<file path="config.mk">
export PLATFORM = sky130hd
export DESIGN_NAME = reg_file_sb_flat
export DESIGN_NICKNAME = d
export VERILOG_FILES = /design/src/rtl/reg_file_sb_pkg.sv /design/src/rtl/reg_file_sb_if.sv /design/src/rtl/reg_file_sb_scoreboard.sv /design/src/rtl/reg_file_sb.sv /design/src/flat_wrapper.sv
export SDC_FILE = /design/constraint.sdc
export NUM_CORES = 2
export LEC_CHECK = 0
export ABC_AREA = 1
export CAP_MARGIN = 5
export CORE_MARGIN = 10
export CORE_UTILIZATION = 40
export CTS_BUF_LIST = sky130_fd_sc_hd__clkbuf_16
export CTS_CLUSTER_SIZE = 10
export DETAILED_ROUTE_END_ITERATION = 6
export PLACE_DENSITY = 0.65
export SYNTH_ARGS = -nofsm -noshare
export SYNTH_HDL_FRONTEND = slang
export SYNTH_SLANG_ARGS = --single-unit
</file>
<file path="constraint.sdc">
create_clock -name Clock -period 6.55 [get_ports Clock]
set_input_delay 1.965 -clock Clock [delete_from_list [all_inputs] [get_ports Clock]]
set_output_delay 1.965 -clock Clock [all_outputs]
set_load 0.01 [all_outputs]
</file>
<file path="src/rtl/reg_file_sb_pkg.sv">
// regfile_pkg: shared defaults and types for the register file with busy scoreboard.
package regfile_pkg;
  localparam int XLEN_DEF = 32;
  localparam int NREG_DEF = 32;
  typedef logic [$clog2(NREG_DEF)-1:0] reg_addr_t;
  typedef logic [XLEN_DEF-1:0] xword_t;
  localparam reg_addr_t ZERO_REG = '0;
endpackage

</file>
<file path="src/rtl/reg_file_sb_if.sv">
// reg_file_sb_if: issue/writeback bus for the register file; master drives, slave is the register file.
interface reg_file_sb_if
  import regfile_pkg::*;
#(
  parameter int XLEN = XLEN_DEF,
  parameter int NREG = NREG_DEF,
  parameter int NRD  = 2
);
  localparam int AW = $clog2(NREG);
  logic                       wrEn;
  logic [AW-1:0]              wrAddr;
  logic [XLEN-1:0]            wrData;
  logic [NRD-1:0][AW-1:0]     rdAddr;
  logic [NRD-1:0][XLEN-1:0]   rdData;
  logic [NRD-1:0]             rdBusy;
  logic                       sbSet;
  logic [AW-1:0]              sbSetAddr;
  logic                       flush;
  logic [AW:0]                busyCnt;
  modport master (
    output wrEn, wrAddr, wrData, rdAddr, sbSet, sbSetAddr, flush,
    input  rdData, rdBusy, busyCnt
  );
  modport slave (
    input  wrEn, wrAddr, wrData, rdAddr, sbSet, sbSetAddr, flush,
    output rdData, rdBusy, busyCnt
  );
endinterface

</file>
<file path="src/rtl/reg_file_sb_scoreboard.sv">
// rf_scoreboard: per-register busy bits with flush > set > release priority and a registered busy count.
// REGFILE_BYPASS_EN: a same-cycle release shows as not-busy on the read ports.
module rf_scoreboard
  import regfile_pkg::*;
#(
  parameter int NREG = NREG_DEF,
  parameter int NRD  = 2,
  localparam int AW  = $clog2(NREG),
  localparam int CW  = AW + 1
) (
  input  logic                   Clock,
  input  logic                   nReset,
  input  logic                   i_set,
  input  logic [AW-1:0]          i_set_addr,
  input  logic                   i_wr_en,
  input  logic [AW-1:0]          i_wr_addr,
  input  logic                   i_flush,
  input  logic [NRD-1:0][AW-1:0] i_rd_addr,
  output logic [NRD-1:0]         o_rd_busy,
  output logic [AW:0]            o_busy_cnt
);
  logic [NREG-1:0] r_busy;
  logic [NREG-1:0] w_busy_nxt;
  logic [AW:0]     r_cnt;
  logic [AW:0]     w_cnt_nxt;
  // Count the next-state vector so busyCnt matches busy[] right after each edge.
  always_comb begin
    w_busy_nxt = r_busy;
    w_cnt_nxt  = '0;
    for (int r = 1; r < NREG; r++) begin
      w_busy_nxt[r] = i_flush ? 1'b0 :
                      (i_set && i_set_addr == AW'(r)) ? 1'b1 :
                      (i_wr_en && i_wr_addr == AW'(r)) ? 1'b0 : r_busy[r];
      w_cnt_nxt += CW'(w_busy_nxt[r]);
    end
    w_busy_nxt[0] = 1'b0;
  end
  always_ff @(posedge Clock or negedge nReset) begin
    if (!nReset) begin
      r_busy <= '0;
      r_cnt  <= '0;
    end else begin
      r_busy <= w_busy_nxt;
      r_cnt  <= w_cnt_nxt;
    end
  end
  always_comb begin
    o_rd_busy = '0;
    for (int i = 0; i < NRD; i++) begin
`ifdef REGFILE_BYPASS_EN
      o_rd_busy[i] = (i_wr_en && i_wr_addr == i_rd_addr[i] && i_wr_addr != AW'(ZERO_REG)) ?
                     (!i_flush && i_set && i_set_addr == i_rd_addr[i]) : r_busy[i_rd_addr[i]];
`else
      o_rd_busy[i] = r_busy[i_rd_addr[i]];
`endif
    end
  end
  assign o_busy_cnt = r_cnt;
endmodule

</file>
<file path="src/rtl/reg_file_sb.sv">
// reg_file_sb: NRD-read / 1-write integer register file (x0 = 0) with integrated busy scoreboard.
// REGFILE_BYPASS_EN: write-first forwarding of wrData onto matching read ports.
module reg_file_sb
  import regfile_pkg::*;
#(
  parameter int XLEN = XLEN_DEF,
  parameter int NREG = NREG_DEF,
  parameter int NRD  = 2,
  localparam int AW  = $clog2(NREG)
) (
  input logic          Clock,
  input logic          nReset,
  reg_file_sb_if.slave bus
);
  logic [XLEN-1:0] r_regs [1:NREG-1];
  logic            w_wr;
  assign w_wr = bus.wrEn && bus.wrAddr != AW'(ZERO_REG);
  always_ff @(posedge Clock or negedge nReset) begin
    if (!nReset) begin
      for (int r = 1; r < NREG; r++) r_regs[r] <= '0;
    end else if (w_wr) begin
      r_regs[bus.wrAddr] <= bus.wrData;
    end
  end
  always_comb begin
    bus.rdData = '0;
    for (int i = 0; i < NRD; i++) begin
`ifdef REGFILE_BYPASS_EN
      bus.rdData[i] = (bus.rdAddr[i] == AW'(ZERO_REG)) ? '0 :
                      (w_wr && bus.wrAddr == bus.rdAddr[i]) ? bus.wrData : r_regs[bus.rdAddr[i]];
`else
      bus.rdData[i] = (bus.rdAddr[i] == AW'(ZERO_REG)) ? '0 : r_regs[bus.rdAddr[i]];
`endif
    end
  end
  rf_scoreboard #(.NREG(NREG), .NRD(NRD)) u_sb (
    .Clock      (Clock),
    .nReset     (nReset),
    .i_set      (bus.sbSet),
    .i_set_addr (bus.sbSetAddr),
    .i_wr_en    (bus.wrEn),
    .i_wr_addr  (bus.wrAddr),
    .i_flush    (bus.flush),
    .i_rd_addr  (bus.rdAddr),
    .o_rd_busy  (bus.rdBusy),
    .o_busy_cnt (bus.busyCnt)
  );
endmodule

</file>
<file path="src/flat_wrapper.sv">
// flat-port wrapper written by rule: the top's interface ports become plain ports
module reg_file_sb_flat import regfile_pkg::*;
#(
  parameter int XLEN = XLEN_DEF,
  parameter int NREG = NREG_DEF,
  parameter int NRD  = 2,
  localparam int AW  = $clog2(NREG)
)
  (Clock, nReset, bus_wrEn, bus_wrAddr, bus_wrData, bus_rdAddr, bus_sbSet, bus_sbSetAddr, bus_flush, bus_rdData, bus_rdBusy, bus_busyCnt);
  reg_file_sb_if #(.XLEN(XLEN), .NREG(NREG), .NRD(NRD)) bus_i ();
  input logic Clock;
  input logic nReset;
  input wire logic [$bits(bus_i.wrEn)-1:0] bus_wrEn;
  input wire logic [$bits(bus_i.wrAddr)-1:0] bus_wrAddr;
  input wire logic [$bits(bus_i.wrData)-1:0] bus_wrData;
  input wire logic [$bits(bus_i.rdAddr)-1:0] bus_rdAddr;
  input wire logic [$bits(bus_i.sbSet)-1:0] bus_sbSet;
  input wire logic [$bits(bus_i.sbSetAddr)-1:0] bus_sbSetAddr;
  input wire logic [$bits(bus_i.flush)-1:0] bus_flush;
  output wire logic [$bits(bus_i.rdData)-1:0] bus_rdData;
  output wire logic [$bits(bus_i.rdBusy)-1:0] bus_rdBusy;
  output wire logic [$bits(bus_i.busyCnt)-1:0] bus_busyCnt;
  assign bus_i.wrEn = bus_wrEn;
  assign bus_i.wrAddr = bus_wrAddr;
  assign bus_i.wrData = bus_wrData;
  assign bus_i.rdAddr = bus_rdAddr;
  assign bus_i.sbSet = bus_sbSet;
  assign bus_i.sbSetAddr = bus_sbSetAddr;
  assign bus_i.flush = bus_flush;
  assign bus_rdData = bus_i.rdData;
  assign bus_rdBusy = bus_i.rdBusy;
  assign bus_busyCnt = bus_i.busyCnt;
  reg_file_sb #(.XLEN(XLEN), .NREG(NREG), .NRD(NRD)) u_core (.Clock(Clock), .nReset(nReset), .bus(bus_i));
endmodule
</file>
==> results.md <==
- Status: finished, violations left
- Failing checks: design-rule violations
- Synthesized area per cell: 6.53 um2
- Final Critical Period: 6.41 ns
- EDFF count, synth: 0
- Initial antenna violation count: 20
- Ports: 129
- CP Buf/Inv Count: 6
- Core ar.: 150000 um2
- Yosys reg bits: 1029
- Commonest non-fill, non-tap cells in the layout: nand2_1, nand3_1, dfrtp_1, o21ai_0, inv_1
- Final core occ: 45.5%
- Worst path most repeated cell: fa_1
- Top cells by area, synth: dfrtp_1, nand2_1, nand3_1, o21ai_0, inv_1
- Slew margin rel.: 15.0%
- CTS Root Buffer Type: clkbuf_16
- Routed WL: 252000 um
- Total power per unit cell area: 275 nW/um2
- Register area: 25700 um2
- Worst VDD drop: 0.000218 V
- Synth Warn #: 0
- Post-DRT Antenna Nets: 0
- Inserted Clock Buffers: 118
- GRT Overall Usage: 29.1%
- Pin count of the biggest net entering global routing: 147
- Placed Cells incl. Taps: 11000
- CTS H-Tree Depth: 3
- Area leader, netlist: dfrtp_1
- Worst skew pair latency: 0.74 ns
- Fin. Hold Viols: 0
- Commonest non-fill, non-tap cell in the layout: nand2_1
- Syn Inst Count: 9301
- Fillers: 15300
- Async S/R FF share, synth: 100%
- Crit path DAT: 7.04 ns
- Unique masters post-synth: 24
- Fin cells: 11200
- Setup ws final: 0.143 ns
- Slew Limit Fails: 0
- Max_cap viols: 0
- Seq/Total Area, Yosys: 42.4%
- Via count: 63200
- Pleak: 34.4 nW
- Via density: 5.64
- Most used DFF post-synth: dfrtp_1
- Hold Buf Count CTS: 0
- CP required: 7.18 ns
- Actual slew at the worst max-slew pin: 1.28 ns
- Reg-to-reg slack, setup: 1.57 ns
- Share of the synthesized area in the top cell type: 42.4%
- WL/cell: 22.5 um
- Die Y: 410 um
- Number of remaining DRC errors: 8
- DRT Pass-1 Iters: 7
- Crit. End Element: register
- FP Rows: 142
- Design area: 68400 um2
- Final setup viols: 0
- CP top delay family: adder cells
- Grt ovf: 0
- CP peak stage delay: 0.54 ns
- Area of the multi-input gates: 28900 um2
- Iteration-0 DRC Markers: 8888
- Initial Utilization: 40.4%
- PortBufs: 128
- Max clock buf depth: 3
- Critical path's slowest cell: fa_1
- Worst slack at placement: -1.06 ns
- Power, Total: 18.8 mW
- Area delta synth->final: 12.6%
- Crit path max fanout: 5
- Fin nets: 9216
- Number of global-route vias before repair: 59600
- Max Fclk: 156 MHz
- Placed cell area: 64800 um2
- Crit-path cells: clkdlybuf4s15_1, inv_4, nand3_4, buf_4, nor2_4, o22ai_1, nand2_1, fa_2, fa_1, inv_1, fa_1, fa_1, fa_1, inv_2, fa_1, fa_2, fa_2, buf_4, xnor2_1
- Clk_skew: 0.0172 ns
- Mapped Area: 60700 um2
- Sink Count: 1029
- Die area: 168000 um2
- Critical Setup Path Class: in2reg
- Post-synthesis net count: 9388
- Clock slew at reported path FFs: 0.05 ns
- Startpoint Class: input pin
- DP HPWL: 139000 um
- First-pass GRT wire length: 377000 um
- Die W: 410 um
- Fraction of layout cells with a size suffix above 1: 5.80%
- Final period utilization: 97.8%
- Routability cong.: 0.898
- CTS tree: done
- Worst Hold Class: reg2reg
==> cell type report <==
class / instances / area share (%)
inverters: 942 / 5.28
multi-input cells: 6631 / 42.3
flip-flops and latches: 1029 / 37.7
well taps: 2016 / 3.69
clock inverters: 43 / 0.393
clock buffers: 119 / 4.35
diodes: 13 / 0.0476
repair buffers: 407 / 6.31
==> power by group <==
group	switching (mW)	internal [mW]	leakage, nW	total (mW)
logic	2.87	1.55	20.1	4.42
registers	0.778	7.65	12.6	8.43
clock network	2.74	3.25	1.68	5.98
==> cells in the mapped netlist, types with 2 or more instances <==
| cell type | n |
|---|---|
| or2_1 | 4 |
| nand3_2 | 3 |
| nor2_2 | 8 |
| o21ai_1 | 57 |
| nor2_1 | 163 |
| inv_1 | 932 |
| nand2_1 | 3984 |
| a21oi_1 | 194 |
| nand3_1 | 1204 |
| buf_1 | 76 |
| ha_1 | 7 |
| inv_2 | 9 |
| buf_2 | 282 |
| fa_1 | 23 |
| dfrtp_1 | 1029 |
| o21ai_0 | 975 |
| clkbuf_1 | 341 |
| o22ai_1 | 2 |
| xor2_1 | 2 |
| nor3_1 | 2 |
==> worst register-to-register path, cell delays in order, from the launching register on <==
cell	delay (ns)
dfrtp_1	0.32
inv_1	0.09
o21ai_1	0.15
nand2_1	0.10
fa_1	0.56
inv_2	0.06
fa_1	0.50
fa_1	0.56
fa_1	0.44
fa_1	0.51
inv_2	0.04
fa_1	0.48
fa_2	0.43
fa_2	0.37
buf_4	0.15
xnor2_1	0.11
==> worst paths after layout <==
kind	cells past startpoint	endpoint	from
setup reg to reg	15	u_core.u_sb.o_busy_cnt[2]	u_core.u_sb.r_busy[10]
hold / removal	2	u_core.r_regs[514]	u_core.r_regs[514]
setup / recovery	19	u_core.u_sb.o_busy_cnt[2]	bus_wrAddr[2]
max in group asynchronous	2	u_core.r_regs[140]	nReset
min in group asynchronous	1	u_core.r_regs[670]	nReset
hold reg to reg	2	u_core.r_regs[514]	u_core.r_regs[514]
==> stage by stage <==
stage	hold slack (ns)	setup TNS, ns
finish	0.483	0
floorplan	0.453	-0.115
detailed placement	0.473	-5.57
global placement	0.466	-5.23
CTS	0.487	0
global route	0.503	-0.0191
==> cells by family after synthesis <==
group                      Yosys count  synth area share, %
and+or+nand+nor                   5370                 35.8
DFF                               1029                 42.4
buffers and inverters             1641                 10.7
AOI/OAI and AO/OA                 1228                 10.1
adders and majority gates           30                0.903
xor gates and xnor gates             3               0.0433
==> flip-flops by register name, indices dropped and copies added (netlist names) <==
name	count
u_core.r_regs	992
u_core.u_sb.o_busy_cnt	6
u_core.u_sb.r_busy	31
==> metal layers <==
| layer | share of wire (%) | vias to the layer above | track usage (%) |
|---|---|---|---|
| li1 | - | 28600 | - |
| met1 | 39 | 29600 | 38.7 |
| met2 | 43 | 4111 | 44.0 |
| met3 | 13 | 825 | 7.35 |
| met4 | 5.3 | 14 | 13.7 |
| met5 | 0.16 | - | 0 |
==> timing repair <==
item	in CTS	in global routing
gates resized for setup	32	51
setup endpoints to repair	5	5
buffers inserted	10	14
pin swaps	19	29
(Power assumes the default switching activity.)
